File: config.mk
export PLATFORM = sky130hd
export DESIGN_NAME = turn_signal_sequencer
export DESIGN_NICKNAME = d
export VERILOG_FILES = /design/src/rtl/turn_signal_pkg.sv /design/src/rtl/turn_signal_sequencer_sync_ff.sv /design/src/rtl/turn_signal_sequencer.sv
export SDC_FILE = /design/constraint.sdc
export NUM_CORES = 1
export LEC_CHECK = 0
export CAP_MARGIN = 20
export CORE_ASPECT_RATIO = 0.6
export CORE_UTILIZATION = 30
export CTS_CLUSTER_SIZE = 24
export DETAILED_ROUTE_END_ITERATION = 16
export HOLD_SLACK_MARGIN = 0.06
export PLACE_DENSITY = 0.49
export RECOVER_POWER = 25
export SLEW_MARGIN = 25
export SYNTH_ARGS = -nofsm -noshare
export SYNTH_HDL_FRONTEND = slang
export SYNTH_SLANG_ARGS = --single-unit
File: constraint.sdc
create_clock -name clock_in -period 3.31 [get_ports clock_in]
set_clock_uncertainty 0.15 [all_clocks]
set_input_delay 0.662 -clock clock_in [delete_from_list [all_inputs] [get_ports clock_in]]
set_output_delay 0.662 -clock clock_in [all_outputs]
set_load 0.02 [all_outputs]
File: src/rtl/turn_signal_pkg.sv
// Shared definitions for the tail-lamp turn signal sequencer.
// Holds the state encoding, the request-selection type, the three lamp
// patterns, and small helpers used by the top-level sequencer.
package turn_signal_pkg;

  typedef enum logic [3:0] {
    ST_IDLE,
    ST_L1,
    ST_L2,
    ST_L3,
    ST_R1,
    ST_R2,
    ST_R3,
    ST_HAZ_ON,
    ST_HAZ_OFF
  } state_t;

  typedef enum logic [1:0] {
    SEL_NONE,
    SEL_LEFT,
    SEL_RIGHT,
    SEL_HAZ
  } sel_t;

  // Lamp patterns, bit0 innermost lamp, bit2 outermost lamp.
  localparam logic [2:0] LAMPS_STEP1 = 3'b001;
  localparam logic [2:0] LAMPS_STEP2 = 3'b011;
  localparam logic [2:0] LAMPS_ALL   = 3'b111;
  localparam logic [2:0] LAMPS_OFF   = 3'b000;

  // Both turn switches on at once is treated as a hazard request.
  function automatic sel_t select_req(input logic haz, input logic left, input logic right);
    sel_t sel;
    if (haz || (left && right)) begin
      sel = SEL_HAZ;
    end else if (left) begin
      sel = SEL_LEFT;
    end else if (right) begin
      sel = SEL_RIGHT;
    end else begin
      sel = SEL_NONE;
    end
    return sel;
  endfunction

  // Pattern on the sequencing side for a given left/right sequence state.
  function automatic logic [2:0] seq_pattern(input state_t st);
    logic [2:0] pat;
    case (st)
      ST_L1, ST_R1: pat = LAMPS_STEP1;
      ST_L2, ST_R2: pat = LAMPS_STEP2;
      ST_L3, ST_R3: pat = LAMPS_ALL;
      default:      pat = LAMPS_OFF;
    endcase
    return pat;
  endfunction

endpackage

File: src/rtl/turn_signal_sequencer_sync_ff.sv
// Multi-flop synchronizer for one asynchronous single-bit input.
// Ports: clk_i clock, rst_i async active-high reset (clears every stage),
//        d_i asynchronous input, q_o synchronized output (STAGES cycles late).
module sync_ff #(
  parameter int STAGES = 2
) (
  input  logic clk_i,
  input  logic rst_i,
  input  logic d_i,
  output logic q_o
);

  logic [STAGES-1:0] sync_q;

  always_ff @(posedge clk_i or posedge rst_i) begin
    if (rst_i) begin
      sync_q <= '0;
    end else begin
      sync_q <= {sync_q[STAGES-2:0], d_i};
    end
  end

  assign q_o = sync_q[STAGES-1];

endmodule

File: src/rtl/turn_signal_sequencer.sv
// Tail-lamp turn signal sequencer: left/right three-step sequences, hazard
// flashing and brake overlay, all advanced by rising edges of slow_clock.
// Ports: clock_in (only clock), reset (async active-high), slow_clock (~1 Hz
//        step source, sampled as data), left_req/right_req/hazard_req/brake
//        (async switches), left_lamps/right_lamps (registered 3-bit patterns).
module turn_signal_sequencer
  import turn_signal_pkg::*;
#(
  parameter int SYNC_STAGES = 2
) (
  input  logic       clock_in,
  input  logic       reset,
  input  logic       slow_clock,
  input  logic       left_req,
  input  logic       right_req,
  input  logic       hazard_req,
  input  logic       brake,
  output logic [2:0] left_lamps,
  output logic [2:0] right_lamps
);

  logic slow_s;
  logic left_s;
  logic right_s;
  logic haz_s;
  logic brake_s;

  sync_ff #(.STAGES(SYNC_STAGES)) u_sync_slow (
    .clk_i(clock_in), .rst_i(reset), .d_i(slow_clock), .q_o(slow_s)
  );
  sync_ff #(.STAGES(SYNC_STAGES)) u_sync_left (
    .clk_i(clock_in), .rst_i(reset), .d_i(left_req), .q_o(left_s)
  );
  sync_ff #(.STAGES(SYNC_STAGES)) u_sync_right (
    .clk_i(clock_in), .rst_i(reset), .d_i(right_req), .q_o(right_s)
  );
  sync_ff #(.STAGES(SYNC_STAGES)) u_sync_haz (
    .clk_i(clock_in), .rst_i(reset), .d_i(hazard_req), .q_o(haz_s)
  );
  sync_ff #(.STAGES(SYNC_STAGES)) u_sync_brake (
    .clk_i(clock_in), .rst_i(reset), .d_i(brake), .q_o(brake_s)
  );

  logic       slow_prev_q;
  logic       step;
  sel_t       sel;
  state_t     state_q;
  state_t     state_d;
  logic [2:0] left_lamps_q;
  logic [2:0] left_lamps_d;
  logic [2:0] right_lamps_q;
  logic [2:0] right_lamps_d;

  // Prev flop resets to 0, so a slow_clock already high at reset release
  // still yields exactly one step once it has crossed the synchronizer.
  assign step = slow_s & ~slow_prev_q;
  assign sel  = select_req(haz_s, left_s, right_s);

  always_comb begin
    state_d = state_q;
    if (step) begin
      case (state_q)
        ST_IDLE: begin
          case (sel)
            SEL_HAZ:   state_d = ST_HAZ_ON;
            SEL_LEFT:  state_d = ST_L1;
            SEL_RIGHT: state_d = ST_R1;
            default:   state_d = ST_IDLE;
          endcase
        end
        ST_L1:      state_d = (sel == SEL_LEFT)  ? ST_L2 : ST_IDLE;
        ST_L2:      state_d = (sel == SEL_LEFT)  ? ST_L3 : ST_IDLE;
        ST_R1:      state_d = (sel == SEL_RIGHT) ? ST_R2 : ST_IDLE;
        ST_R2:      state_d = (sel == SEL_RIGHT) ? ST_R3 : ST_IDLE;
        ST_HAZ_ON:  state_d = (sel == SEL_HAZ)   ? ST_HAZ_OFF : ST_IDLE;
        ST_HAZ_OFF: state_d = (sel == SEL_HAZ)   ? ST_HAZ_ON  : ST_IDLE;
        // L3/R3 always close the sequence; unused encodings recover to idle.
        default:    state_d = ST_IDLE;
      endcase
    end
  end

  // Lamps are derived from the next state so they change on the same edge
  // as the state register; any side not sequencing shows brake.
  always_comb begin
    left_lamps_d  = LAMPS_OFF;
    right_lamps_d = LAMPS_OFF;
    case (state_d)
      ST_L1, ST_L2, ST_L3: begin
        left_lamps_d  = seq_pattern(state_d);
        right_lamps_d = brake_s ? LAMPS_ALL : LAMPS_OFF;
      end
      ST_R1, ST_R2, ST_R3: begin
        left_lamps_d  = brake_s ? LAMPS_ALL : LAMPS_OFF;
        right_lamps_d = seq_pattern(state_d);
      end
      ST_HAZ_ON: begin
        left_lamps_d  = LAMPS_ALL;
        right_lamps_d = LAMPS_ALL;
      end
      ST_HAZ_OFF: begin
        left_lamps_d  = LAMPS_OFF;
        right_lamps_d = LAMPS_OFF;
      end
      default: begin
        left_lamps_d  = brake_s ? LAMPS_ALL : LAMPS_OFF;
        right_lamps_d = brake_s ? LAMPS_ALL : LAMPS_OFF;
      end
    endcase
  end

  always_ff @(posedge clock_in or posedge reset) begin
    if (reset) begin
      slow_prev_q   <= 1'b0;
      state_q       <= ST_IDLE;
      left_lamps_q  <= LAMPS_OFF;
      right_lamps_q <= LAMPS_OFF;
    end else begin
      slow_prev_q   <= slow_s;
      state_q       <= state_d;
      left_lamps_q  <= left_lamps_d;
      right_lamps_q <= right_lamps_d;
    end
  end

  assign left_lamps  = left_lamps_q;
  assign right_lamps = right_lamps_q;

endmodule
Word-level counts from Yosys, hierarchy flattened
Cells that the tools add are included.
Word-level totals
  flip-flop bits (word level): 21
  input port bits: 7
  output and inout port bits: 6
Cells by class
  equal/unequal tests: 17
  multiplexer cells: 16
  bitwise gates (word level): 2
  reduce and logical (&&, ||, !) cells: 8
Operator list (number)
  one-hot mux 3 bit (3 select lines): 4
  == test 4 x 3 -> 1 bit, second input constant: 7
  one-hot mux 4 bit (7 select lines): 1
  == test 4 x 2 -> 1 bit, second input constant: 3
  two-way mux 3 bit: 4
  two-way mux 2 bit: 5
  == test 4 x 1 -> 1 bit, second input constant: 2
  == test 4 bit, second input constant: 2
  two-way mux 4 bit: 2
  OR reduction 2 bit: 3
  OR reduction 3 bit: 2
  == test 2 bit, second input constant: 2
  zero test 4 bit: 1
  == test 2 x 1 -> 1 bit, second input constant: 1
  AND 1 bit: 1
  logical AND 1 bit: 1
  logical OR 1 bit: 1
  inverter 1 bit: 1

Logic depth before layout (Yosys ltp)
Gate-level depths: netlist of run 1.
  depth after elaboration: 11
  depth in mapped cells: 8
  mapped depth without buffers: 7

Modules after synthesis
From an unflattened synthesis of run 1, not the netlist that was laid out.
Second synthesis, totals
  cells, all modules: 95
  area, all modules: 1023.5 sq um
By module, submodules not included
  turn_signal_sequencer: times used 1, cells an instance 80, area an instance 754.5 sq um
  sync_ff: times used 5, cells an instance 3, area an instance 53.8 sq um

Least setup slack after synthesis of run 1
OpenSTA, ideal clock, no wires.
  path type: register to register
  start point: register u_sync_haz.sync_q[1]
  end point: register left_lamps_q[2], in the netlist left_lamps[2]
  setup time: 0.124 ns
  data arrival time: 1.717 ns
  required time: 3.036 ns
  path slack: 1.320 ns
  stages on the path, launching flop included: 7
  buffers on the path: 0
  path through: dfrtp_1 or4b_1 a2bb2oi_1 o21ai_2 nor3_2 and3_4 a211o_1
Between the ends
  word-level cells in the longest chain between the ends: 10
  elaborated cells on any way between the ends: 28
  those cells by class: 11 x eq/ne; 12 x mux; 5 x reduce/logical
RTL lines
  from (decl): line turn_signal_sequencer_sync_ff.sv:13  | logic [STAGES-1:0] sync_q;
  from (signal assigned): line turn_signal_sequencer_sync_ff.sv:19  | sync_q <= {sync_q[STAGES-2:0], d_i};
  logical OR 1 bit *: line turn_signal_pkg.sv:34  | if (haz || (left && right)) begin
  two-way mux 2 bit *: line turn_signal_pkg.sv:34
  == test 2 bit (tied with other cells): line turn_signal_sequencer.sv:64, turn_signal_sequencer.sv:73, turn_signal_sequencer.sv:74
  one-hot mux 3 bit (3 select lines) (tied with other cells): line turn_signal_sequencer.sv:64  | case (sel)
  one-hot mux 4 bit (7 select lines) *: line turn_signal_sequencer.sv:62  | case (state_q)
  two-way mux 4 bit *: line turn_signal_sequencer.sv:61  | if (step) begin
  == test 4 x 2 -> 1 bit (tied with other cells): line turn_signal_pkg.sv:49, turn_signal_sequencer.sv:88
  OR reduction 2 bit: line turn_signal_pkg.sv:49  | case (st)
  one-hot mux 3 bit (3 select lines): line turn_signal_pkg.sv:49
  one-hot mux 3 bit (3 select lines) *: line turn_signal_sequencer.sv:88  | case (state_d)
  named net left_lamps_d[2]: line turn_signal_sequencer.sv:50  | logic [2:0] left_lamps_d;
  to (signal assigned): line turn_signal_sequencer.sv:121  | left_lamps_q <= left_lamps_d;
  to (decl): line turn_signal_sequencer.sv:49  | logic [2:0] left_lamps_q;
The timed path passes the listed nets; every way through them passes the cells marked *.

Final worst setup path of run 1
Ends and elaborated chain as after synthesis.

==> results by group, run 1 <==
Pwr
  – Leakage: 0.489 nW
  – Logic pwr share: 39.9%
  – P_int: 570 uW
  – Sw Share: 37.3%
  – Reg power frac: 41.2%
  – Net Sw Power: 340 uW
  – Clk pwr share: 18.9%
  – Peak supply drop: 0.251 mV
  – PwrDens: 770 nW/um^2

Drt
  – DR DRC count: 0
  – DRT iter0 DRCs: 129
  – Via count: 692
  – Final wirelength: 1740 um
  – Drt wl/cell: 12.1 um
  – Number of routed nets with antenna violations: 0
  – Vias per std cell: 4.81
  – TritonRoute pass-1 iters: 4

Final layout
  – Synthesis-to-finish area growth: 18.4%
  – Share of cells above drive strength 1: 12.7%
  – Fill count: 289
  – Fin cells: 144
  – Ant diodes: 0
  – Nets@finish: 110

Yosys
  – Area contributors post-synth: dfrtp_1 53%, a21oi_1 3.5%, nand2_1 2.6%
  – Main synth FF type: dfrtp_1
  – Sequential share of the synthesized area: 52.7%
  – Post-synth EDFFs: 0
  – #FFs+latches synth: 21
  – Average cell area after synthesis: 11.1 um^2
  – Mapped Area: 997 um^2
  – Distinct cells, synth: 41
  – Most instantiated cells after synthesis: 21 x dfrtp_1, 7 x a21oi_1, 7 x nand2_1, 4 x nor2_1, 4 x nor2b_1
  – Count leader, synth: dfrtp_1
  – Fraction of registers with async set/reset: 100%
  – Post-Syn Instances: 90
  – Synth Warn #: 0
  – Area leader, netlist: dfrtp_1
  – Synth Net Count: 97
  – Synth top area share: 52.7%

Global routing
  – First-pass GRT wire length: 2730 um
  – Vias in the first global route: 567
  – Initial antenna violation count: 0
  – GRT Resource Usage Total: 10.6%
  – Global route total overflow: 0
  – Largest net degree at the start of global routing: 22

Run status
  – Status: complete, no violations

Placement
  – HPWL Detailed: 1250 um
  – RePlAce Congestion: 0.902
  – Port bufs: 12
  – Dpl cells: 140

STA
  – Final setup fails: 0
  – Worst-Margin Slew: 0.795 ns
  – WHS: 0.206 ns
  – Rel. slew slack: 46.9%
  – FMAX: 475 MHz
  – Final min period: 2.11 ns
  – RSZ-0062 raised after global routing: false
  – Setup TNS: 0 ns
  – Final Hold Viols: 0
  – Max-slew violation count: 0
  – Period utilization: 63.6%

Setup path
  – Critical Path Slowest Stage Cell: or4b_1
  – Worst path cell trace: or4b_1, a2bb2oi_1, o21ai_2, nor3_2, and3_4, a211o_1
  – Arrival time at the worst endpoint: 2.11 ns
  – Worst path bufs/invs: 0
  – Max incr delay on CP: 0.54 ns
  – Kind of critical path: reg -> reg
  – Setup slack, reg-to-reg: 1.20 ns
  – Crit path launch type: flop
  – Reg-to-Reg Start: u_sync_haz.sync_q[1]
  – CP Max Fanout: 8
  – WP data required: 3.32 ns
  – Delay-heaviest family, CP: simple AND/OR/NAND/NOR gates
  – CP startpoint: u_sync_haz.sync_q[1]
  – CP endpoint kind: flop

Floorplan
  – Starting Density: 33.2%
  – CORE AREA: 3000 um^2
  – Die area: 3570 um^2
  – Horiz. Die Dim: 76.4 um
  – Die Y: 46.7 um
  – IO Pins: 13
  – Rows: 15

Run
  – Max capacitance violation total: 0

CTS
  – Post-CTS setup buffers: 0
  – Post_cts resized: 0
  – Clock-pin slew on the worst setup and hold paths: 0.08 ns
  – # hold bufs at CTS: 0
  – CTS Buf Count: 3
  – CTS root buffer: clkbuf_8
  – CTS tree: built
  – CTS Buffer Depth: 2
  – H-tree depth: 1
  – Clock Latency Late Sink: 0.26 ns
  – CTS Sinks: 21

Hold path
  – Min-Delay Startpoint: u_sync_left.sync_q[0]
  – Hold/Removal Path Class: reg -> reg
-- through the flow --
step | area (um^2) | setup WS [ns] | power [mW] | util, %
final | 1180 | 1.20 | 0.910 | 39.3
after global placement | 1130 | 1.23 | 0.753 | 37.7
after floorplan | 997 | 1.32 | 0.652 | -
after detailed placement | 1130 | 1.21 | 0.738 | 37.7
after global routing | 1180 | 1.12 | 0.969 | 39.3
after CTS | 1180 | 1.20 | 0.917 | 39.3
-- routing by layer --
metal  global-route usage (%)  up-vias  wire, um
met2                     13.5       28       652
met1                     15.6      316       958
met3                     4.36        2       128
li1                         -      346         -
met4                     3.08        0         4
met5                        0        -         0
-- cells in the final DEF, fill, tap and decap left out, types with 2 or more instances in the layout --
cell type	n
nand2_1	7
clkbuf_8	3
clkdlybuf4s50_1	7
nor4b_1	2
a21oi_1	7
nor3b_1	3
nor2_1	4
xnor2_1	2
inv_1	3
nor2b_1	4
o21ai_1	2
nand3_1	3
dfrtp_1	21
dlygate4sd3_1	5
-- state kept, by name, indices dropped and copies added (netlist names) --
name                 cells
left_lamps               3
right_lamps              3
slow_prev_q              1
state_q                  4
u_sync_brake.sync_q      2
u_sync_haz.sync_q        2
u_sync_left.sync_q       2
u_sync_right.sync_q      2
u_sync_slow.sync_q       2
-- layout make-up --
type | count | area (um^2) | share of cell area [%]
clock inverter | 1 | 7.51 | 0.636
inverter | 3 | 11.3 | 0.953
timing repair buffer | 12 | 120 | 10.2
sequential | 21 | 526 | 44.5
tap | 42 | 52.6 | 4.45
clock buffer | 3 | 41.3 | 3.50
multi-input combinational | 62 | 423 | 35.8
-- logic make-up after synthesis --
group	after synthesis	synth area share [%]
DFF	21	52.7
AOI/OAI and AO/OA	24	17.2
buffers and inverters	7	4.89
and+or+nand+nor	36	23.5
xor gates and xnor gates	2	1.76
-- path summary, 6_finish.rpt --
check	end	cells after the start
setup / recovery	left_lamps[2]	6
hold / removal	u_sync_left.sync_q[1]	0
setup reg to reg	left_lamps[2]	6
hold reg to reg	u_sync_left.sync_q[1]	0
max in group asynchronous	right_lamps[0]	2
min in group asynchronous	u_sync_slow.sync_q[1]	2
-- power groups by stage --
stage	Sequential (mW)	Clock, mW	Combinational, mW
floorplan	0.385	0	0.268
global placement	0.379	0	0.373
detailed placement	0.376	0	0.362
CTS	0.372	0.180	0.364
global route	0.383	0.191	0.395
finish	0.375	0.172	0.363
No activity file was read; power rests on OpenSTA's default activity.
==> run 2, diff against run 1 <==
--- a/config.mk
+++ b/config.mk
@@ -11,7 +11,7 @@
 export CTS_CLUSTER_SIZE = 24
 export DETAILED_ROUTE_END_ITERATION = 16
 export HOLD_SLACK_MARGIN = 0.06
-export PLACE_DENSITY = 0.49
+export PLACE_DENSITY = 0.5
 export RECOVER_POWER = 25
 export SLEW_MARGIN = 25
 export SYNTH_ARGS = -nofsm -noshare
==> constraint.sdc (replaced) <==
create_clock -name clock_in -period 1.9 [get_ports clock_in]
set_clock_uncertainty 0.15 [all_clocks]
set_input_delay 0.38 -clock clock_in [delete_from_list [all_inputs] [get_ports clock_in]]
set_output_delay 0.38 -clock clock_in [all_outputs]
set_load 0.02 [all_outputs]
==> run 2 against run 1 <==
Effect of this change:
- the flow now finishes with violations (setup timing)
- flip-flop and latch count unchanged
- first-iteration DRC count fell by 80%
- power is 120% higher
- setup slack worse by 1.4 ns
- design area rose by 26%
- critical path type unchanged
- sequential power increased by 70%
- core utilization up 10 points
- die area unchanged
- routed wire length increased by 38%
- final cell count is 19% higher
- sequential share of layout area fell by 9.1 points
- register-to-register slack worse by 1.4 ns
==> results by group, run 2 (same netlist as run 1, synthesis figures left out) <==
Setup path
  – Arrival time at the worst endpoint: 2.08 ns (was 2.11 ns)
  – Crit path launch type: flop (unchanged)
  – Kind of critical path: reg -> reg (unchanged)
  – Reg-to-Reg Start: state_q[3] (was u_sync_haz.sync_q[1])
  – CP startpoint: state_q[3] (was u_sync_haz.sync_q[1])
  – CP endpoint kind: flop (unchanged)
  – CP Max Fanout: 5 (was 8)
  – WP data required: 1.91 ns (was 3.32 ns)

STA
  – Final setup fails: 6 (was 0)
  – Period utilization: 109% (was 63.6%)
  – RSZ-0062 raised after global routing: true (was false)
  – Setup TNS: -0.568 ns (was 0 ns)
  – FMAX: 485 MHz (was 475 MHz)
  – Final Hold Viols: 0 (unchanged)
  – WHS: 0.201 ns (was 0.206 ns)
  – Rel. slew slack: 76.8% (was 46.9%)
  – Worst-Margin Slew: 0.344 ns (was 0.795 ns)
  – Final WS setup: -0.163 ns (was 1.20 ns)
  – Max-slew violation count: 0 (unchanged)
  – Final min period: 2.06 ns (was 2.11 ns)

Global routing
  – First-pass GRT wire length: 3840 um (was 2730 um)
  – Vias in the first global route: 793 (was 567)
  – Largest net degree at the start of global routing: 22 (unchanged)
  – Global route total overflow: 0 (unchanged)
  – Initial antenna violation count: 0 (unchanged)
  – GRT Resource Usage Total: 14.7% (was 10.6%)

CTS
  – CTS Buf Count: 3 (unchanged)
  – CTS Buffer Depth: 2 (unchanged)
  – H-tree depth: 1 (unchanged)
  – CTS Sinks: 21 (unchanged)
  – Clock Latency Late Sink: 0.27 ns (was 0.26 ns)
  – CTS tree: built (unchanged)
  – Clock-pin slew on the worst setup and hold paths: 0.08 ns (about the same)
  – # hold bufs at CTS: 0 (unchanged)
  – CTS root buffer: clkbuf_8 (unchanged)

Final layout
  – Largest Register: state_q (unchanged)
  – Most frequent cells in the layout: 25 x buf_4, 20 x dfrtp_1, 8 x clkdlybuf4s50_1 (was 21 x dfrtp_1, 7 x nand2_1, 7 x a21oi_1, 7 x clkdlybuf4s50_1, 5 x dlygate4sd3_1)
  – Commonest non-fill, non-tap cell in the layout: buf_4 (was dfrtp_1)
  – Nets@finish: 138 (was 110)
  – Synthesis-to-finish area growth: 49.2% (was 18.4%)
  – Fin util: 49.5% (was 39.3%)
  – Max reg flops: 4 (unchanged)
  – Final Cell Area: 1490 um^2 (was 1180 um^2)
  – Fin cells: 172 (was 144)
  – Share of cells above drive strength 1: 41.5% (was 12.7%)
  – Ant diodes: 0 (unchanged)

Drt
  – Final wirelength: 2400 um (was 1740 um)
  – DRT iter0 DRCs: 26 (was 129)
  – Vias per std cell: 4.74 (was 4.81)
  – TritonRoute pass-1 iters: 4 (unchanged)
  – Drt wl/cell: 13.9 um (was 12.1 um)
  – DR DRC count: 0 (unchanged)
  – Via count: 815 (was 692)
  – Number of routed nets with antenna violations: 0 (unchanged)

Run status
  – Failing checks: setup timing
  – Status: finished, violations left (was complete, no violations)

Pwr
  – Total power: 1.98 mW (was 910 uW)
  – Leakage: 0.655 nW (was 0.489 nW)
  – PwrDens: 1330 nW/um^2 (was 770 nW/um^2)
  – Peak supply drop: 0.450 mV (was 0.251 mV)

Floorplan
  – Rows: 15 (unchanged)
  – CORE AREA: 3000 um^2 (unchanged)
  – IO Pins: 13 (unchanged)
  – Horiz. Die Dim: 76.4 um (unchanged)
  – Die area: 3570 um^2 (unchanged)
  – Starting Density: 33.2% (unchanged)
  – Die Y: 46.7 um (unchanged)

Placement
  – RePlAce Congestion: 0.881 (was 0.902)
  – Area after DPL: 1310 um^2 (was 1130 um^2)
  – HPWL Detailed: 1660 um (was 1250 um)
  – Dpl cells: 164 (was 140)
  – Worst setup slack after placement: -0.165 ns (was 1.21 ns)
  – Port bufs: 12 (unchanged)

Hold path
  – Hold/Removal Path Class: reg -> reg (unchanged)
  – Min-Delay Startpoint: u_sync_left.sync_q[0] (unchanged)

Run
  – Max capacitance violation total: 0 (unchanged)
## run 2: report_power, final
group	total (mW)	internal (mW)	switching (mW)
clock network	0.304	0.148	0.155
registers	0.636	0.549	0.0865
logic	1.04	0.555	0.483
## run 2: routing by layer
metal | global-route usage (%) | up-vias | part of all wire (%)
li1 | - | 401 | -
met1 | 21.7 | 400 | 54
met2 | 20.0 | 10 | 43
met3 | 4.16 | 4 | 2.0
met4 | 5.77 | 0 | 0.79
met5 | 0 | - | 0
## run 2: cell type report
cell class	instances	area (um^2)
inverter	3	11.3
sequential	21	527
timing repair buffer	40	342
clock buffer	3	41.3
tap	42	52.6
fill	274	1520
multi-input combinational	62	507
clock inverter	1	7.51
## run 2: timing repair
action / in CTS / in global routing
endpoints found under the setup margin: 6 / 6
setup buffers: 1 / 3
pin swaps: 2 / 14
gates cloned: 0 / 0
resized for setup: 3 / 18
## run 2: critical path: stages, from the launching register on
cell and delay, ns:
dfrtp_1 0.38, buf_4 0.15, nand4b_1 0.16, o31a_1 0.32, buf_4 0.16, nor4b_4 0.32, and2_4 0.20, o21ba_1 0.13
## run 2: path summary, 6_finish.rpt
path                                         end  slack [ns]  cells past startpoint
max                                left_lamps[0]       -0.16                      7
min                        u_sync_left.sync_q[1]        0.20                      0
max reg2reg                        left_lamps[0]       -0.16                      7
min reg2reg                u_sync_left.sync_q[1]        0.20                      0
max in group asynchronous  u_sync_left.sync_q[1]        1.08                      3
min in group asynchronous             state_q[2]        0.29                      3
==> run 3, diff against run 2 <==
--- a/config.mk
+++ b/config.mk
@@ -6,14 +6,15 @@
 export NUM_CORES = 1
 export LEC_CHECK = 0
 export CAP_MARGIN = 20
-export CORE_ASPECT_RATIO = 0.6
-export CORE_UTILIZATION = 30
+export CORE_UTILIZATION = 48
+export CTS_CLUSTER_DIAMETER = 50
 export CTS_CLUSTER_SIZE = 24
 export DETAILED_ROUTE_END_ITERATION = 16
 export HOLD_SLACK_MARGIN = 0.06
-export PLACE_DENSITY = 0.5
+export PLACE_DENSITY = 0.73
 export RECOVER_POWER = 25
 export SLEW_MARGIN = 25
 export SYNTH_ARGS = -nofsm -noshare
 export SYNTH_HDL_FRONTEND = slang
+export SYNTH_HIERARCHICAL = 1
 export SYNTH_SLANG_ARGS = --single-unit
==> run 3 against run 2 <==
Effect of this change:
- combinational power about the same
- clock-buffer cell count unchanged
- design area up 3.4%
- flip-flop and latch count unchanged
- the run still ends with setup timing left
==> results by group, run 3 <==
Floorplan
  – CORE AREA: 1980 um^2 (was 3000 um^2)
  – Rows: 16 (was 15)
  – Die area: 2320 um^2 (was 3570 um^2)
  – Horiz. Die Dim: 48.2 um (was 76.4 um)
  – IO Pins: 13 (unchanged)
  – Starting Density: 51.6% (was 33.2%)
  – Die Y: 48.2 um (was 46.7 um)

STA
  – Period utilization: 111% (was 109%)
  – Final Hold Viols: 0 (unchanged)
  – Final WS setup: -0.214 ns (was -0.163 ns)
  – Final setup fails: 6 (unchanged)
  – RSZ-0062 raised after global routing: true (unchanged)
  – FMAX: 473 MHz (was 485 MHz)
  – Rel. slew slack: 71.8% (was 76.8%)
  – Max-slew violation count: 0 (unchanged)
  – Final min period: 2.11 ns (was 2.06 ns)
  – Worst-Margin Slew: 0.422 ns (was 0.344 ns)

Final layout
  – Largest Register: state_q (unchanged)
  – Storage cell area: 532 um^2 (was 527 um^2)
  – Fin cells: 161 (was 172)
  – Most frequent cells in the layout: 24 x buf_4, 16 x dfrtp_1, 11 x clkdlybuf4s50_1 (was 25 x buf_4, 20 x dfrtp_1, 8 x clkdlybuf4s50_1)
  – Commonest non-fill, non-tap cell in the layout: buf_4 (unchanged)
  – Final Cell Area: 1540 um^2 (was 1490 um^2)
  – Multi-input gate area: 541 um^2 (was 507 um^2)
  – Synthesis-to-finish area growth: 50.4% (was 49.2%)
  – Max reg flops: 4 (unchanged)
  – Fill count: 119 (was 274)
  – Nets@finish: 142 (was 138)
  – Ant diodes: 0 (unchanged)
  – Share of cells above drive strength 1: 47.8% (was 41.5%)

Setup path
  – Max incr delay on CP: 0.47 ns (was 0.38 ns)
  – CP Max Fanout: 8 (was 5)
  – R2R depth: 6 (was 7)
  – Arrival time at the worst endpoint: 2.20 ns (was 2.08 ns)
  – Worst path cell trace: or3b_4, a2111oi_4, a221o_2, or2b_4, nor3_4, nor4_2 (was buf_4, nand4b_1, o31a_1, buf_4, nor4b_4, and2_4, o21ba_1)
  – Crit path launch type: flop (unchanged)
  – Kind of critical path: reg -> reg (unchanged)
  – CP endpoint: left_lamps[1] (was left_lamps[0])
  – Critical Path Slowest Stage Cell: dfrtp_2 (was dfrtp_1)
  – CP startpoint: state_q[2] (was state_q[3])
  – Reg-to-Reg Start: state_q[2] (was state_q[3])
  – Setup slack, reg-to-reg: -0.21 ns (was -0.16 ns)
  – CP endpoint kind: flop (unchanged)
  – WP data required: 1.98 ns (was 1.91 ns)
  – RR Endpoint: left_lamps[1] (was left_lamps[0])

CTS
  – H-tree depth: 1 (unchanged)
  – CTS Buf Count: 3 (unchanged)
  – Clock Latency Late Sink: 0.32 ns (was 0.27 ns)
  – CTS Sinks: 21 (unchanged)
  – CTS Buffer Depth: 2 (unchanged)
  – Clock-pin slew on the worst setup and hold paths: 0.13 ns (was 0.08 ns)
  – CTS root buffer: clkbuf_4 (was clkbuf_8)
  – CTS tree: built (unchanged)

Yosys
  – Area contributors post-synth: dfrtp_1 51%, inv_1 2.9%, nor4_2 2.4% (was dfrtp_1 53%, a21oi_1 3.5%, nand2_1 2.6%)
  – Area leader, netlist: dfrtp_1 (unchanged)
  – Count leader, synth: dfrtp_1 (unchanged)
  – Synth Warn #: 6 (was 0)
  – Most instantiated cells after synthesis: 21 x dfrtp_1, 8 x inv_1, 6 x nor2_1, 5 x nand2_1, 4 x a21oi_1 (was 21 x dfrtp_1, 7 x a21oi_1, 7 x nand2_1, 4 x nor2_1, 4 x nor2b_1)
  – Post-synth EDFFs: 0 (unchanged)
  – Fraction of registers with async set/reset: 100% (unchanged)
  – Synth top area share: 51.3% (was 52.7%)
  – Synth Net Count: 102 (was 97)
  – Average cell area after synthesis: 10.8 um^2 (was 11.1 um^2)
  – Sequential share of the synthesized area: 51.3% (was 52.7%)
  – Distinct cells, synth: 44 (was 41)
  – #FFs+latches synth: 21 (unchanged)
  – Main synth FF type: dfrtp_1 (unchanged)
  – Mapped Area: 1020 um^2 (was 997 um^2)
  – Post-Syn Instances: 95 (was 90)

Drt
  – Final wirelength: 2380 um (was 2400 um)
  – Vias per std cell: 5.26 (was 4.74)
  – Via count: 847 (was 815)
  – TritonRoute pass-1 iters: 4 (unchanged)
  – Drt wl/cell: 14.8 um (was 13.9 um)
  – Number of routed nets with antenna violations: 0 (unchanged)
  – DR DRC count: 0 (unchanged)
  – DRT iter0 DRCs: 11 (was 26)

Pwr
  – Sw Share: 37.5% (was 36.7%)
  – Logic pwr share: 55.5% (was 52.5%)
  – Reg power frac: 32.7% (was 32.2%)
  – Peak supply drop: 0.915 mV (was 0.450 mV)
  – Net Sw Power: 720 uW (was 725 uW)
  – Leakage: 0.652 nW (was 0.655 nW)
  – Clk pwr share: 11.8% (was 15.4%)
  – PwrDens: 1250 nW/um^2 (was 1330 nW/um^2)
  – P_int: 1.20 mW (was 1.25 mW)

Run status
  – Status: finished, violations left (unchanged)
  – Failing checks: setup timing (unchanged)

Placement
  – HPWL Detailed: 1550 um (was 1660 um)
  – RePlAce Congestion: 0.933 (was 0.881)
  – Worst setup slack after placement: -0.278 ns (was -0.165 ns)
  – Port bufs: 12 (unchanged)
  – Dpl cells: 148 (was 164)
  – Area after DPL: 1310 um^2 (about the same)

Run
  – Max capacitance violation total: 0 (unchanged)

Global routing
  – Global route total overflow: 0 (unchanged)
  – Vias in the first global route: 808 (was 793)
  – Largest net degree at the start of global routing: 14 (was 22)
  – First-pass GRT wire length: 3480 um (was 3840 um)
  – GRT Resource Usage Total: 22.4% (was 14.7%)
  – Initial antenna violation count: 0 (unchanged)

Hold path
  – Hold/Removal Path Class: reg -> reg (unchanged)
## run 3: cell types whose count changed after synthesis, moves of 3 or more
cell / change
inv_1: +5
nor2b_1: -4
a21oi_1: -3
buf_2: +3
## run 3: cell families (layout without fill, tap and decap cells)
logic type | Yosys count | in the layout | synth area share [%]
AOI/OAI and AO/OA | 21 | 21 | 16.1
xor gates and xnor gates | 1 | 1 | 0.856
buffers and inverters | 16 | 55 | 7.70
DFF | 21 | 21 | 51.3
and+or+nand+nor | 36 | 36 | 24.0
## run 3: through the flow
step	utilization, %	hold WS (ns)	total power [mW]	TNS [ns]
global placement	65.9	0.184	1.41	-0.931
global route	77.7	0.223	2.04	-1.49
finish	77.7	0.209	1.92	-0.986
detailed placement	65.9	0.186	1.44	-1.32
CTS	73.5	0.184	1.81	-0.875
floorplan	-	-0.0288	1.12	-0.498
## run 3: layer usage
metal | up-vias | wire length (um) | GRT usage [%]
met5 | - | 0 | 0
met4 | 0 | 55 | 11.7
met3 | 7 | 39 | 3.33
met2 | 13 | 1210 | 36.8
met1 | 409 | 1070 | 28.7
li1 | 418 | - | -
## run 3: critical path, delay by kind of cell (launching register included)
kind	cells	cell delay, ns
compound gates	2	0.52
simple gates	4	0.88
flops	1	0.47
## run 3: final cells by class
cell class | instances | area share (%)
Multi-Input combinational cell | 58 | 35.1
Timing Repair Buffer | 43 | 24.2
Clock buffer | 3 | 1.46
Inverter | 8 | 1.95
Sequential cell | 21 | 34.6
Clock inverter | 1 | 0.488
Tap cell | 27 | 2.20
## run 3: power groups by stage
stage                     clock [mW]  sequential, mW  combinational (mW)
after floorplan                    0           0.664               0.451
after global placement             0           0.616               0.796
after detailed placement           0           0.628               0.808
after CTS                      0.228           0.628               0.958
after global routing           0.253           0.640                1.14
final                          0.227           0.628                1.07
## run 3: worst min-delay path by stage
stage                                         to                   start  cells past startpoint  slack (ns)
after CTS                 u_sync_brake/sync_q[1]                   reset                      2        0.18
after global placement    u_sync_right/sync_q[1]  u_sync_right/sync_q[0]                      0        0.18
after floorplan           u_sync_brake/sync_q[0]                   reset                      1       -0.03
after global routing       u_sync_slow/sync_q[1]   u_sync_slow/sync_q[0]                      0        0.22
final                      u_sync_left/sync_q[1]   u_sync_left/sync_q[0]                      0        0.21
after detailed placement  u_sync_right/sync_q[1]  u_sync_right/sync_q[0]                      0        0.19
## run 3: repair_timing
| action | 4_1_cts | 5_1_grt |
|---|---|---|
| hold buffers | 0 | 0 |
| gates cloned | 0 | 1 |
| pin swaps | 7 | 9 |
| endpoints found under the setup margin | 6 | 7 |
| setup buffers | 7 | 1 |
| gates resized for setup | 18 | 13 |
==> patch 1: new RTL, config.mk and constraints of run 1 <==
Re-encode `state_t` (9 states) as one-hot, 9 bits wide.
--- a/src/rtl/turn_signal_pkg.sv
+++ b/src/rtl/turn_signal_pkg.sv
@@ -3,16 +3,16 @@
 // patterns, and small helpers used by the top-level sequencer.
 package turn_signal_pkg;
 
-  typedef enum logic [3:0] {
-    ST_IDLE,
-    ST_L1,
-    ST_L2,
-    ST_L3,
-    ST_R1,
-    ST_R2,
-    ST_R3,
-    ST_HAZ_ON,
-    ST_HAZ_OFF
+  typedef enum logic [8:0] {
+    ST_IDLE    = 9'b000000001,
+    ST_L1      = 9'b000000010,
+    ST_L2      = 9'b000000100,
+    ST_L3      = 9'b000001000,
+    ST_R1      = 9'b000010000,
+    ST_R2      = 9'b000100000,
+    ST_R3      = 9'b001000000,
+    ST_HAZ_ON  = 9'b010000000,
+    ST_HAZ_OFF = 9'b100000000
   } state_t;
 
   typedef enum logic [1:0] {
Function: same outputs for any inputs over 10 cycles, from zero or initial values and one cycle with reset high; not proved beyond that.
==> patch 1 against run 1 <==
  * Power rose by 16%
  * Routed wire length grew 99%
  * Global-route usage rose by 3.7 points
  * Sequential cell count rose by 5
  * Final area increased by 47%
  * Synthesized cell count rose by 76%
  * Worst hold slack got worse by 0.0036 ns
  * Area after synthesis grew 54%
  * Setup slack got worse by 0.82 ns
==> patch 1: results (changes against run 1) <==
Synthesis
  • Synth top cells by count: 25 x dfrtp_1, 14 x nand2_1, 11 x nor2_1
  • Synth area leaders: dfrtp_1 41%, nand2_1 3.4%, nor2_1 2.7%, o21ai_0 2.6%, nand3b_1 2.4%
  • Combinational family with the most area after synthesis: compound AO/OA/AOI/OAI gates
  • Synth cell types: 53 (+29%)
  • Register area share after synthesis: 0.4253 (-0.1017)

Routing
  • Wire length on met1: 1761 um (+84%)
  • Wire length on met2: 1385 um (+110%)
  • DR WL met3: 288 um (+130%)
  • DRT iter0 DRCs: 132 (+2.3%)
  • Vias per inst: 5.386 (+12%)
  • Final WL: 3461 um (+99%)

Status
  • Outcome: finished, final reports clean

Placed design
  • DP HPWL: 2690 um (+120%)
  • Routability congestion estimate: 0.9810 (+8.8%)
  • Worst slack, placed: 0.4433 ns (-0.7682 ns)

Power
  • Peak supply drop: 0.2770 mV (+11%)
  • Leak: 0.7047 nW (+44%)

Setup path
  • Crit path max fanout: 7 (-1)
  • Critical Path Slowest Stage Cell: o41a_1

Layout
  • Max reg flops: 9 (+5)
  • Layout cells sized above 1: 0.1091 (-0.01836)

GRT
  • Met1 usage: 0.2224 (+0.06597)
  • First-pass GRT wire length: 5844 um (+110%)
  • M3 GR Usage: 0.04800 (+0.004436)
  • Initial antenna violation count: 0 (unchanged)
  • Grt met2 use: 0.1843 (+0.04913)
  • Largest net degree at the start of global routing: 27 (+23%)
  • Vias in the first global route: 1,148 (+100%)

Clock tree
  • # resized after CTS: 0 (unchanged)

Worst hold path
  • Hold Path Class: reg -> reg
## patch 1: changes by cell type after synthesis, moves of 4 or more
cell      before  now
a21oi_1        7    2
buf_2          0    4
clkbuf_1       0    6
dfrtp_1       21   25
inv_1          3    9
nand2_1        7   14
nand3b_1       0    5
nor2_1         4   11
o21ai_0        1    8
xor2_1         0    4
## patch 1: layout make-up
type                    count  area (um^2)
clock buffers               4        45.04
fillers                   473         3000
inverters                  10        38.79
multi-input cells         110        777.0
flip-flops and latches     26        651.9
well taps                  63        78.83
repair buffers             15        138.9
## patch 1: worst max-delay path: cells and delay by family (launching register included)
family / cells / cell delay (ns)
AND/OR/NAND/NOR: 4 / 1.21
flip-flops: 1 / 0.47
AO/OA/AOI/OAI: 3 / 0.86
buffers and inverters: 1 / 0.12
## patch 1: power by group through the flow
stage,Sequential [mW],Clock (mW),Combinational [mW]
3_5_place_dp,0.435,0,0.437
3_3_place_gp,0.435,0,0.438
2_1_floorplan,0.426,0,0.312
5_1_grt,0.438,0.200,0.482
6_report,0.432,0.179,0.442
4_1_cts,0.430,0.187,0.439
## patch 1: final timing paths
check / from / cells after the start / slack (ns) / end
max: state_q[1] / 8 / 0.39 / right_lamps[0]
min: u_sync_left.sync_q[0] / 0 / 0.20 / u_sync_left.sync_q[1]
max reg2reg: state_q[1] / 8 / 0.39 / right_lamps[0]
min reg2reg: u_sync_left.sync_q[0] / 0 / 0.20 / u_sync_left.sync_q[1]
max in group asynchronous: reset / 3 / 1.07 / state_q[2]
min in group asynchronous: reset / 3 / 1.14 / state_q[7]
## patch 1: through the flow
step,power [mW],area (um^2),cells
after floorplan,0.7379,1533,158
after global placement,0.8732,1689,224
after detailed placement,0.8718,1689,224
after CTS,1.056,1734,228
after global routing,1.121,1730,228
final,1.053,1730,228
==> patch 2: new RTL, settings of run 1 <==
Without the edit above. The parameter `SYNC_STAGES` goes from 2 to 4.
--- a/src/rtl/turn_signal_sequencer.sv
+++ b/src/rtl/turn_signal_sequencer.sv
@@ -6,7 +6,7 @@
 module turn_signal_sequencer
   import turn_signal_pkg::*;
 #(
-  parameter int SYNC_STAGES = 2
+  parameter int SYNC_STAGES = 4
 ) (
   input  logic       clock_in,
   input  logic       reset,
Behaviour: not the same (a bounded check fails within 4 cycles, from zero or initial values and one cycle with reset high).
==> patch 2 against run 1 <==
  * Final area grew 30%
  * Final cell count rose by 21%
  * Sequential cell count grew 10
  * First-iteration DRC count is 61% lower
  * Routed wire length increased by 25%
  * Global-route usage is 1.5 points higher
  * Setup slack got worse by 0.35 ns
  * Area after synthesis grew 26%
  * Utilization grew 0.64 points
  * Power is 39% higher
  * Largest cell class unchanged
  * Largest power group unchanged
  * Highest routed layer is now met3
==> patch 2: results (changes against run 1) <==
Routing
  • DRT iter0 DRCs: 50 (-61%)
  • Vias per inst: 4.592 (-4.4%)
  • Final WL: 2179 um (+25%)

GRT
  • All-layer global routing usage: 0.1212 (+0.01543)
  • M3 GR Usage: 0.05197 (+0.008404)
  • Vias in the first global route: 795 (+40%)
  • Grt met2 use: 0.1627 (+0.02753)
  • Met1 usage: 0.1712 (+0.01473)

Placed design
  • Routability congestion estimate: 0.7808 (-13%)
  • Worst slack, placed: 0.9248 ns (-0.2868 ns)
  • DP HPWL: 1506 um (+21%)

Setup path
  • Critical Path Slowest Stage Cell: dfrtp_1
  • Worst EP arrival: 2.46 ns (+0.35 ns)
  • CP peak stage delay: 0.47 ns (-0.07 ns)
  • R2R Path End: right_lamps[2]
  • R2R setup slack: 0.85 ns (-0.35 ns)
  • Crit path max fanout: 7 (-1)
  • FF-to-FF Start: state_q[0]

STA
  • Worst slew pin tran: 0.7279 ns (-0.06702 ns)

Synthesis
  • Synth area leaders: dfrtp_1 62%, a21oi_1 2.8%, nand2b_1 2.5%, a311oi_4 2.1%, xnor2_1 2.1%
  • Compound-Gate Fraction of Synth Area: 0.1696 (-0.002252)
  • Net Count, Synth: 107 (+10%)
  • Synth cell types: 40 (-2.4%)
  • Cells after synthesis: 100 (+11%)
  • XOR/XNOR Fraction of Synth Area: 0.02083 (+0.003267)
  • Synth top cells by count: 31 x dfrtp_1, 7 x a21oi_1, 6 x inv_1

Power
  • Internal power: 0.8517 mW (+49%)
  • Peak supply drop: 0.3175 mV (+27%)
  • Leak: 0.6459 nW (+32%)

Clock tree
  • H-Tree Depth: 2 (+1)
  • Total CTS buffers: 5 (+2)
  • Clk Latency, worst-skew pair: 0.28 ns (+0.02 ns)

Layout
  • Filler cells: 360 (+25%)
  • Finished Layout Cells: 174 (+21%)
  • Layout cells sized above 1: 0.1453 (+0.01785)
  • Layout Nets: 123 (+12%)

Status
  • Outcome: finished, final reports clean

Worst hold path
  • Hold Path Class: reg -> reg
-- patch 2: cell types whose count changed in the layout (fill, tap and decap cells not counted), moves of 2 or more --
cell and delta:
nand2b_1 +4, clkbuf_8 +2, dlygate4sd3_1 -4, nor3b_1 -2
o21ai_1 -2, inv_1 +3, nand2_1 -4, dfrtp_1 +10
clkdlybuf4s50_1 +4, nor2b_1 -4
-- patch 2: how the worst min path moves through the flow --
stage / start / to / slack, ns / cells after the start
after floorplan: u_sync_brake.sync_q[0] / u_sync_brake.sync_q[1] / 0.18 / 0
after detailed placement: u_sync_haz.sync_q[2] / u_sync_haz.sync_q[3] / 0.18 / 0
final: u_sync_slow.sync_q[0] / u_sync_slow.sync_q[1] / 0.20 / 0
after global routing: u_sync_left.sync_q[1] / u_sync_left.sync_q[2] / 0.21 / 0
after CTS: u_sync_left.sync_q[1] / u_sync_left.sync_q[2] / 0.20 / 0
after global placement: u_sync_right.sync_q[1] / u_sync_right.sync_q[2] / 0.18 / 0
-- patch 2: power by group through the flow --
stage	Combinational (mW)	Sequential, mW	Clock (mW)
after global routing	0.447	0.504	0.403
after floorplan	0.258	0.525	0
after global placement	0.405	0.499	0
final	0.407	0.495	0.366
after CTS	0.406	0.495	0.378
after detailed placement	0.405	0.500	0
-- patch 2: cell families (layout without fill, tap and decap cells) --
family                    Yosys count  after routing
AOI/OAI and AO/OA                  25             25
xor gates and xnor gates            3              3
buffers and inverters              11             28
DFF                                31             31
muxes                               1              1
and+or+nand+nor                    29             29
-- patch 2: worst reg2reg max path: stages, from the launching register on --
cell      delay, ns
dfrtp_1        0.47
or2_1          0.30
or3_4          0.41
a311oi_4       0.30
a211oi_2       0.11
nor3b_1        0.18
a311oi_1       0.40
-- patch 2: metrics by stage --
| stage | instance area, um^2 | power, mW | hold WS [ns] |
|---|---|---|---|
| CTS | 1539 | 1.279 | 0.2008 |
| detailed placement | 1426 | 0.9052 | 0.1847 |
| floorplan | 1261 | 0.7828 | 0.1812 |
| finish | 1539 | 1.268 | 0.1977 |
| global route | 1539 | 1.353 | 0.2145 |
| global placement | 1426 | 0.9048 | 0.1819 |
-- patch 2: final cells by class --
type / count / area [um^2] / area share
inverter: 7 / 26.28 / 0.01707
clock inverter: 3 / 43.79 / 0.02846
timing repair buffer: 13 / 127.6 / 0.08293
tap: 57 / 71.32 / 0.04634
multi-input combinational: 58 / 425.4 / 0.2764
sequential: 31 / 775.7 / 0.5041
clock buffer: 5 / 68.82 / 0.04472
-- patch 2: per-layer routing --
metal	wire [um]	vias to the layer above
met2	863	18
met3	108	0
met4	0	0
li1	-	386
met1	1208	395
met5	0	-
